File: config.mk
export PLATFORM = sky130hd
export DESIGN_NAME = fifo_axi_dist
export DESIGN_NICKNAME = d
export VERILOG_FILES = /design/src/rtl/fifo_dist_pkg.sv /design/src/rtl/dist_skid_buf.sv /design/src/rtl/fifo_axi_dist.sv
export SDC_FILE = /design/constraint.sdc
export NUM_CORES = 1
export LEC_CHECK = 0
export CORE_MARGIN = 2
export CORE_UTILIZATION = 51
export DETAILED_ROUTE_END_ITERATION = 16
export HOLD_SLACK_MARGIN = 0.06
export PLACE_DENSITY = 0.8
export SLEW_MARGIN = 0
export SYNTH_ARGS = -nofsm -noshare
export SYNTH_HDL_FRONTEND = slang
export SYNTH_SLANG_ARGS = --single-unit
export TNS_END_PERCENT = 100
File: constraint.sdc
create_clock -name clk -period 6.95 [get_ports clk]
set_clock_uncertainty 0.1 [all_clocks]
set_input_delay 2.085 -clock clk [delete_from_list [all_inputs] [get_ports clk]]
set_output_delay 2.085 -clock clk [all_outputs]
set_load 0.03 [all_outputs]
File: src/rtl/fifo_dist_pkg.sv
// Shared types and sizes for the read side (dist side) of the slave FIFO.
package fifo_dist_pkg;

    // Number of words the output buffer can hold.
    localparam int DIST_BUF_DEPTH = 2;

    // Occupancy of the output buffer, 0..DIST_BUF_DEPTH.
    typedef logic [1:0] dist_cnt_t;

endpackage : fifo_dist_pkg

File: src/rtl/dist_skid_buf.sv
// Two-entry output buffer. It absorbs the FIFO's one-cycle read latency.
// e0 is the head and drives the stream. e1 holds the word behind it.
import fifo_dist_pkg::*;

module dist_skid_buf #(
    parameter int DATA_WIDTH = 8
) (
    input  logic                  clk,
    input  logic                  rst_n,
    input  logic                  push_i,
    input  logic                  pop_i,
    input  logic [DATA_WIDTH-1:0] wdata_i,
    output logic [DATA_WIDTH-1:0] head_o,
    output logic [1:0]            count_o,
    output logic                  valid_o
);

    localparam dist_cnt_t FULL = dist_cnt_t'(DIST_BUF_DEPTH);

    logic [DATA_WIDTH-1:0] e0_q, e0_d;
    logic [DATA_WIDTH-1:0] e1_q, e1_d;
    dist_cnt_t             count_q, count_d;

    // Next-state computation. The head always advances on a pop, and a pushed word lands behind the survivors.
    always_comb begin
        e0_d    = e0_q;
        e1_d    = e1_q;
        count_d = count_q;
        unique case ({push_i, pop_i})
            2'b01: begin
                e0_d    = e1_q;
                count_d = count_q - 2'd1;
            end
            2'b10: begin
                if (count_q == 2'd0) begin
                    e0_d = wdata_i;
                end else begin
                    e1_d = wdata_i;
                end
                count_d = count_q + 2'd1;
            end
            2'b11: begin
                if (count_q == 2'd1) begin
                    e0_d = wdata_i;
                end else begin
                    e0_d = e1_q;
                    e1_d = wdata_i;
                end
            end
            default: ;
        endcase
    end

    // State registers. Reset empties the buffer and clears the head so m_data reads 0.
    always_ff @(posedge clk) begin
        if (!rst_n) begin
            e0_q    <= '0;
            e1_q    <= '0;
            count_q <= '0;
        end else begin
            e0_q    <= e0_d;
            e1_q    <= e1_d;
            count_q <= count_d;
        end
    end

    // The read-issue logic upstream must never deliver a word into a full buffer.
    always_ff @(posedge clk) begin
        if (rst_n) begin
            assert (!(push_i && !pop_i && count_q == FULL));
        end
    end

    assign head_o  = e0_q;
    assign count_o = count_q;
    assign valid_o = (count_q != 2'd0);

endmodule : dist_skid_buf

File: src/rtl/fifo_axi_dist.sv
// Drains the slave FIFO and presents its words on a valid/ready stream.
// A read is issued only when the word it returns is guaranteed a slot in the
// output buffer. This allows one word per cycle with no overflow.
import fifo_dist_pkg::*;

module fifo_axi_dist #(
    parameter int DATA_WIDTH = 8,
    parameter int CNT_WIDTH  = 16
) (
    input  logic                  clk,
    input  logic                  rst_n,
    input  logic                  FIFO_empty,
    input  logic [DATA_WIDTH-1:0] FIFO_rd_data,
    output logic                  FIFO_rd_en,
    output logic [DATA_WIDTH-1:0] m_data,
    output logic                  m_valid,
    input  logic                  m_ready,
    output logic [1:0]            buf_count,
    output logic [CNT_WIDTH-1:0]  beats_out
);

    logic                 inflight_q, inflight_d;
    logic [CNT_WIDTH-1:0] beats_q, beats_d;
    dist_cnt_t            count;
    logic                 pop;
    logic [2:0]           occ_next;

    assign pop = m_valid && m_ready;

    // Words held or arriving after this edge. It is bounded by 2, so it never underflows because pop implies count >= 1.
    assign occ_next   = {1'b0, count} + {2'b00, inflight_q} - {2'b00, pop};
    assign FIFO_rd_en = rst_n && !FIFO_empty && (occ_next <= 3'd1);

    // Next state. A read issued now returns data next cycle, and the beat counter wraps naturally.
    always_comb begin
        inflight_d = FIFO_rd_en;
        beats_d    = beats_q + CNT_WIDTH'(pop);
    end

    // Control registers. Clearing inflight on reset discards any read already in flight.
    always_ff @(posedge clk) begin
        if (!rst_n) begin
            inflight_q <= 1'b0;
            beats_q    <= '0;
        end else begin
            inflight_q <= inflight_d;
            beats_q    <= beats_d;
        end
    end

    dist_skid_buf #(
        .DATA_WIDTH(DATA_WIDTH)
    ) u_buf (
        .clk    (clk),
        .rst_n  (rst_n),
        .push_i (inflight_q),
        .pop_i  (pop),
        .wdata_i(FIFO_rd_data),
        .head_o (m_data),
        .count_o(count),
        .valid_o(m_valid)
    );

    assign buf_count = count;
    assign beats_out = beats_q;

endmodule : fifo_axi_dist

---- Word level (Yosys, flattened, before mapping) ----
Cells that the tools add are included.
word-level totals
  output and inout port bits .............. 28
  bits in registers ....................... 35
cells by class
  add/subtract/negate cells ............... 5
  mux-type cells .......................... 7
  reductions and logical operators ........ 11
  order comparisons ....................... 1
  equal/unequal tests ..................... 7
operators with widths
  operator               count
  $mux W8                4
  $pmux W8 S3            1
  $add A16 B1 Y16        1
  $pmux W8 S2            1
  $reduce_bool A2 Y1     3
  $eq A2 B1 Y1 const B   2
  $eq A2 B2 Y1 const B   2
  $ne A2 B2 Y1 const B   2
  $pmux W2 S2            1
  $add A2 B1 Y3          1
  $le A3 B1 Y1 const B   1
  $logic_and A1 B1 Y1    3
  $reduce_and A3 Y1      1
  $reduce_bool A3 Y1     1
  $sub A3 B1 Y3          1
  $add A2 B1 Y2 const B  1
  $logic_not A2 Y1       1
  $ne A2 B1 Y1 const B   1
  $reduce_and A2 Y1      1
  $sub A2 B1 Y2 const B  1
  $logic_not A1 Y1       1

---- Logic depth before layout (Yosys ltp) ----
  depth in word-level cells ............... 5
  mapped depth ............................ 10

---- Hierarchy ----
A second synthesis with hierarchy kept.
second synthesis, totals
  cells, all modules ...................... 199
  area, all modules ....................... 1816.7 µm²
modules (own cells, without submodules)
  module         area an instance (µm²)  instances  cells each
  dist_skid_buf  954.7                   1          107
  fifo_axi_dist  862.1                   1          92

---- Worst setup path after synthesis ----
No wires, ideal clock.
  kind .................................... input to output
  from .................................... input port m_ready
  to ...................................... output port FIFO_rd_en
  slack ................................... 0.816 ns
  required time ........................... 4.765 ns
  data arrival time ....................... 3.949 ns
  stages on the path ...................... 7
  cells stage by stage .................... nor2b_1 -> xnor2_1 -> ha_1 -> inv_1 -> fa_1 -> xor2_1 -> nor3_1
on the way
  longest elaborated chain between the ends .. 4
ends and longest elaborated chain
  what                 line                 source
  from (decl)          fifo_axi_dist.sv:17  input logic m_ready,
  $logic_and A1 B1 Y1  fifo_axi_dist.sv:28  assign pop = m_valid && m_ready;
  $sub A3 B1 Y3        fifo_axi_dist.sv:31  assign occ_next = {1'b0, count} + {2'b00, inflight_q} - {2'b00, pop};
  $le A3 B1 Y1         fifo_axi_dist.sv:32  assign FIFO_rd_en = rst_n && !FIFO_empty && (occ_next <= 3'd1);
  $logic_and A1 B1 Y1  fifo_axi_dist.sv:32
  to (decl)            fifo_axi_dist.sv:14  output logic FIFO_rd_en,
No other way between the ends.

---- Worst setup path in the final report ----
Same ends and word-level chain as after synthesis.

==> results.py <==
metrics = {
    "pwr": {
        "vdd_drop_max_uv": 247,
        "power_density_nw_per_um2": 331,
        "clkPwrFrac_pct": 17.0,
        "swShare_pct": 39.6,
        "p_int_w": 0.000405,
        "comb_power_share_pct": 43.5,
        "seq_power_share_pct": 39.5,
        "p_total_w": 0.000671,
        "cellLeakagePower_nw": 0.770,
        "p_switching_w": 0.000265,
    },
    "layout": {
        "fin_util_pct": 68.0,
        "final_layout_size_suffix_gt1_share_pct": 8.10,
        "final_nets": 228,
        "diodes": 0,
        "fill_cells": 261,
        "syn2layout_area_growth_pct": 29.8,
    },
    "critical_path": {
        "end_kind": "primary output",
        "r2r_end": "u_buf.head_o[2]",
        "worst-endpoint-required_ns": 4.76,
        "rrSetupSlack_ns": 4.31,
        "arrival_ns": 4.28,
        "crit_path_start_kind": "input pin",
        "cp_max_fo": 5,
        "worstRegToRegCells": 8,
        "crit_type": "input pin to primary output",
        "rr_startpoint": "u_buf.count_o[0]",
    },
    "routing": {
        "drtIter0Drc": 73,
        "drtAntennaViolNets": 0,
        "dr.pass1.iters": 4,
        "drt_drc_violations_left": 0,
        "drt-vias-per-instance": 5.58,
        "wl_um": 3310,
        "wl_per_cell_um": 13.6,
        "via_count": 1355,
    },
    "die": {
        "die_y_um": 59.3,
        "start_util_pct": 52.4,
        "die_width_um": 59.3,
        "io_pins": 40,
        "core-area_um2": 2980,
        "die_area_um2": 3520,
        "num_rows": 20,
    },
    "sta": {
        "setup-tns-final_ns": 0,
        "maxSlewViolCount": 0,
        "setup_violations": 0,
        "finalHoldViolCount": 0,
        "worst_slew_pin_slew_ns": 0.662,
        "layout_worst_path_cycle_share_pct": 93.0,
        "slew_headroom_pct": 54.6,
        "fmax_ghz": 0.155,
        "period_minus_slack_ns": 6.46,
        "rsz0062_at_grt": "false",
    },
    "clock_tree": {
        "clkTransAtPathRegs_ns": 0.10,
        "cts_sinks": 35,
        "ctsResizeCount": 0,
        "clock_latency_ns": 0.34,
        "postCtsSetupRepairBufs": 0,
        "cts_made_buffers": 5,
        "clockBufferDepth": 2,
        "cts_tree": "done",
        "htreeDepth": 2,
        "cts_root_buf": "clkbuf_4",
        "postCtsHoldBufs": 0,
    },
    "placement": {
        "gp_congestion": 0.724,
        "place.port_buffers": 39,
        "hpwlAfterDp_um": 2380,
    },
    "run_status": {
        "status": "finished, final reports clean",
    },
    "logic_synthesis": {
        "syn_inst": 169,
        "syn_area_um2": 1560,
        "ys_seq_elements": 35,
        "yosysWarnings": 0,
        "synth_area_leader_cell": "dfxtp_1",
        "synth.top_cells.by_area": "dfxtp_1, nor2_1, xor2_1",
        "synth_top_area_share_pct": 44.9,
        "syn_nets": 187,
        "yosysSeqAreaShare_pct": 44.9,
        "synth.distinct_cells": 33,
        "avgSynthCellArea_um2": 9.23,
    },
    "run": {
        "max-cap-violations": 0,
    },
    "min_path": {
        "hold_path.startpoint": "beats_out[15]",
        "min_path_type": "flop to flop",
        "whs_path_depth": 2,
        "holdPathEnd": "beats_out[15]",
    },
    "global_routing": {
        "grt_pass1_wl_um": 5750,
        "grt_max_degree": 26,
        "overflow": 0,
        "antenna_found_initial": 0,
        "grt_pass1_vias": 1333,
        "grt_use_total_pct": 21.7,
    },
}
-- Yosys cell counts --
library cell,count
a21bo_2,1
a21oi_1,6
a21oi_2,1
a221oi_1,8
a31o_2,1
and2_1,2
and2_2,1
and3_1,3
and4_1,1
and4b_2,1
buf_2,1
clkbuf_1,4
dfxtp_1,35
fa_1,1
ha_1,5
inv_1,6
inv_2,1
mux2i_1,9
nand2_1,6
nand3_1,5
nand3_4,1
nand3b_1,2
nand4_1,3
nor2_1,31
nor2b_1,1
nor3_1,2
o21ai_0,11
o31ai_1,1
or3_1,1
or3_2,2
or4_1,1
xnor2_1,4
xor2_1,11
-- layout make-up --
class,count,area [um2],share of cell area (%)
clock buffers,6,51.3,2.53
clock inverters,1,5.00,0.247
inverters,7,26.3,1.30
multi-input cells,122,813,40.1
flip-flops and latches,35,701,34.6
well taps,33,41.3,2.04
repair buffers,39,388,19.1
-- worst max-delay path, stage by stage --
cell and delay (ns):
clkdlybuf4s50_1 0.53, nor2b_1 0.37, xnor2_1 0.18, ha_1 0.17, inv_1 0.05, fa_1 0.48
nand2_1 0.07, nor3_1 0.16, buf_4 0.19
-- cells by family (layout without fill, tap and decap cells) --
family,after synthesis,in the layout,share of synthesized area [%]
compound gates,29,29,12.2
xor+xnor,15,15,8.42
fa+ha+maj,6,6,5.29
buf+inv,12,53,2.97
flops,35,35,44.9
mux,9,9,5.77
simple gates,63,63,20.4
-- per-stage QoR --
stage          std cells  worst slack, ns  hold WS [ns]  area (um2)
2_1_floorplan        169            0.816         0.360        1560
3_3_place_gp         236            0.570         0.367        1970
3_5_place_dp         236            0.475         0.376        1970
4_1_cts              243            0.468         0.394        2030
5_1_grt              243            0.325         0.430        2030
6_report             243            0.486         0.399        2030
-- per-layer routing --
layer	share of wire (%)	track usage, %	up-vias
met4	1.3	5.84	0
met2	49	36.3	33
met5	0	0	-
met3	4.6	7.21	6
li1	-	-	668
met1	45	26.5	648
-- power by group through the flow --
stage	clock network, W	logic, W	registers (W)
floorplan	0	0.000137	0.000320
global placement	0	0.000287	0.000266
detailed placement	0	0.000292	0.000268
CTS	0.000116	0.000293	0.000264
global route	0.000127	0.000316	0.000270
finish	0.000114	0.000292	0.000265
-- cell usage in the layout (no fill, tap or decap), types with 6 or more instances in the layout --
| cell | instances |
|---|---|
| a21oi_1 | 6 |
| a221oi_1 | 8 |
| clkdlybuf4s50_1 | 38 |
| dfxtp_1 | 35 |
| inv_1 | 6 |
| mux2i_1 | 9 |
| nand2_1 | 6 |
| nor2_1 | 31 |
| o21ai_0 | 11 |
| xor2_1 | 11 |
-- registers in the layout (all words and copies together), names as in the netlist --
signal	cells
inflight_q	1
beats_out	16
u_buf.e1_q	8
u_buf.count_o	2
u_buf.head_o	8
-- how the worst max path moves through the flow --
stage                       start  cells after the start    endpoint  slack, ns
after CTS                 m_ready                      9  FIFO_rd_en       0.47
after detailed placement  m_ready                      9  FIFO_rd_en       0.48
final                     m_ready                      9  FIFO_rd_en       0.49
after floorplan           m_ready                      7  FIFO_rd_en       0.82
after global placement    m_ready                      9  FIFO_rd_en       0.57
after global routing      m_ready                      9  FIFO_rd_en       0.32
No activity file was read; power rests on OpenSTA's default activity.
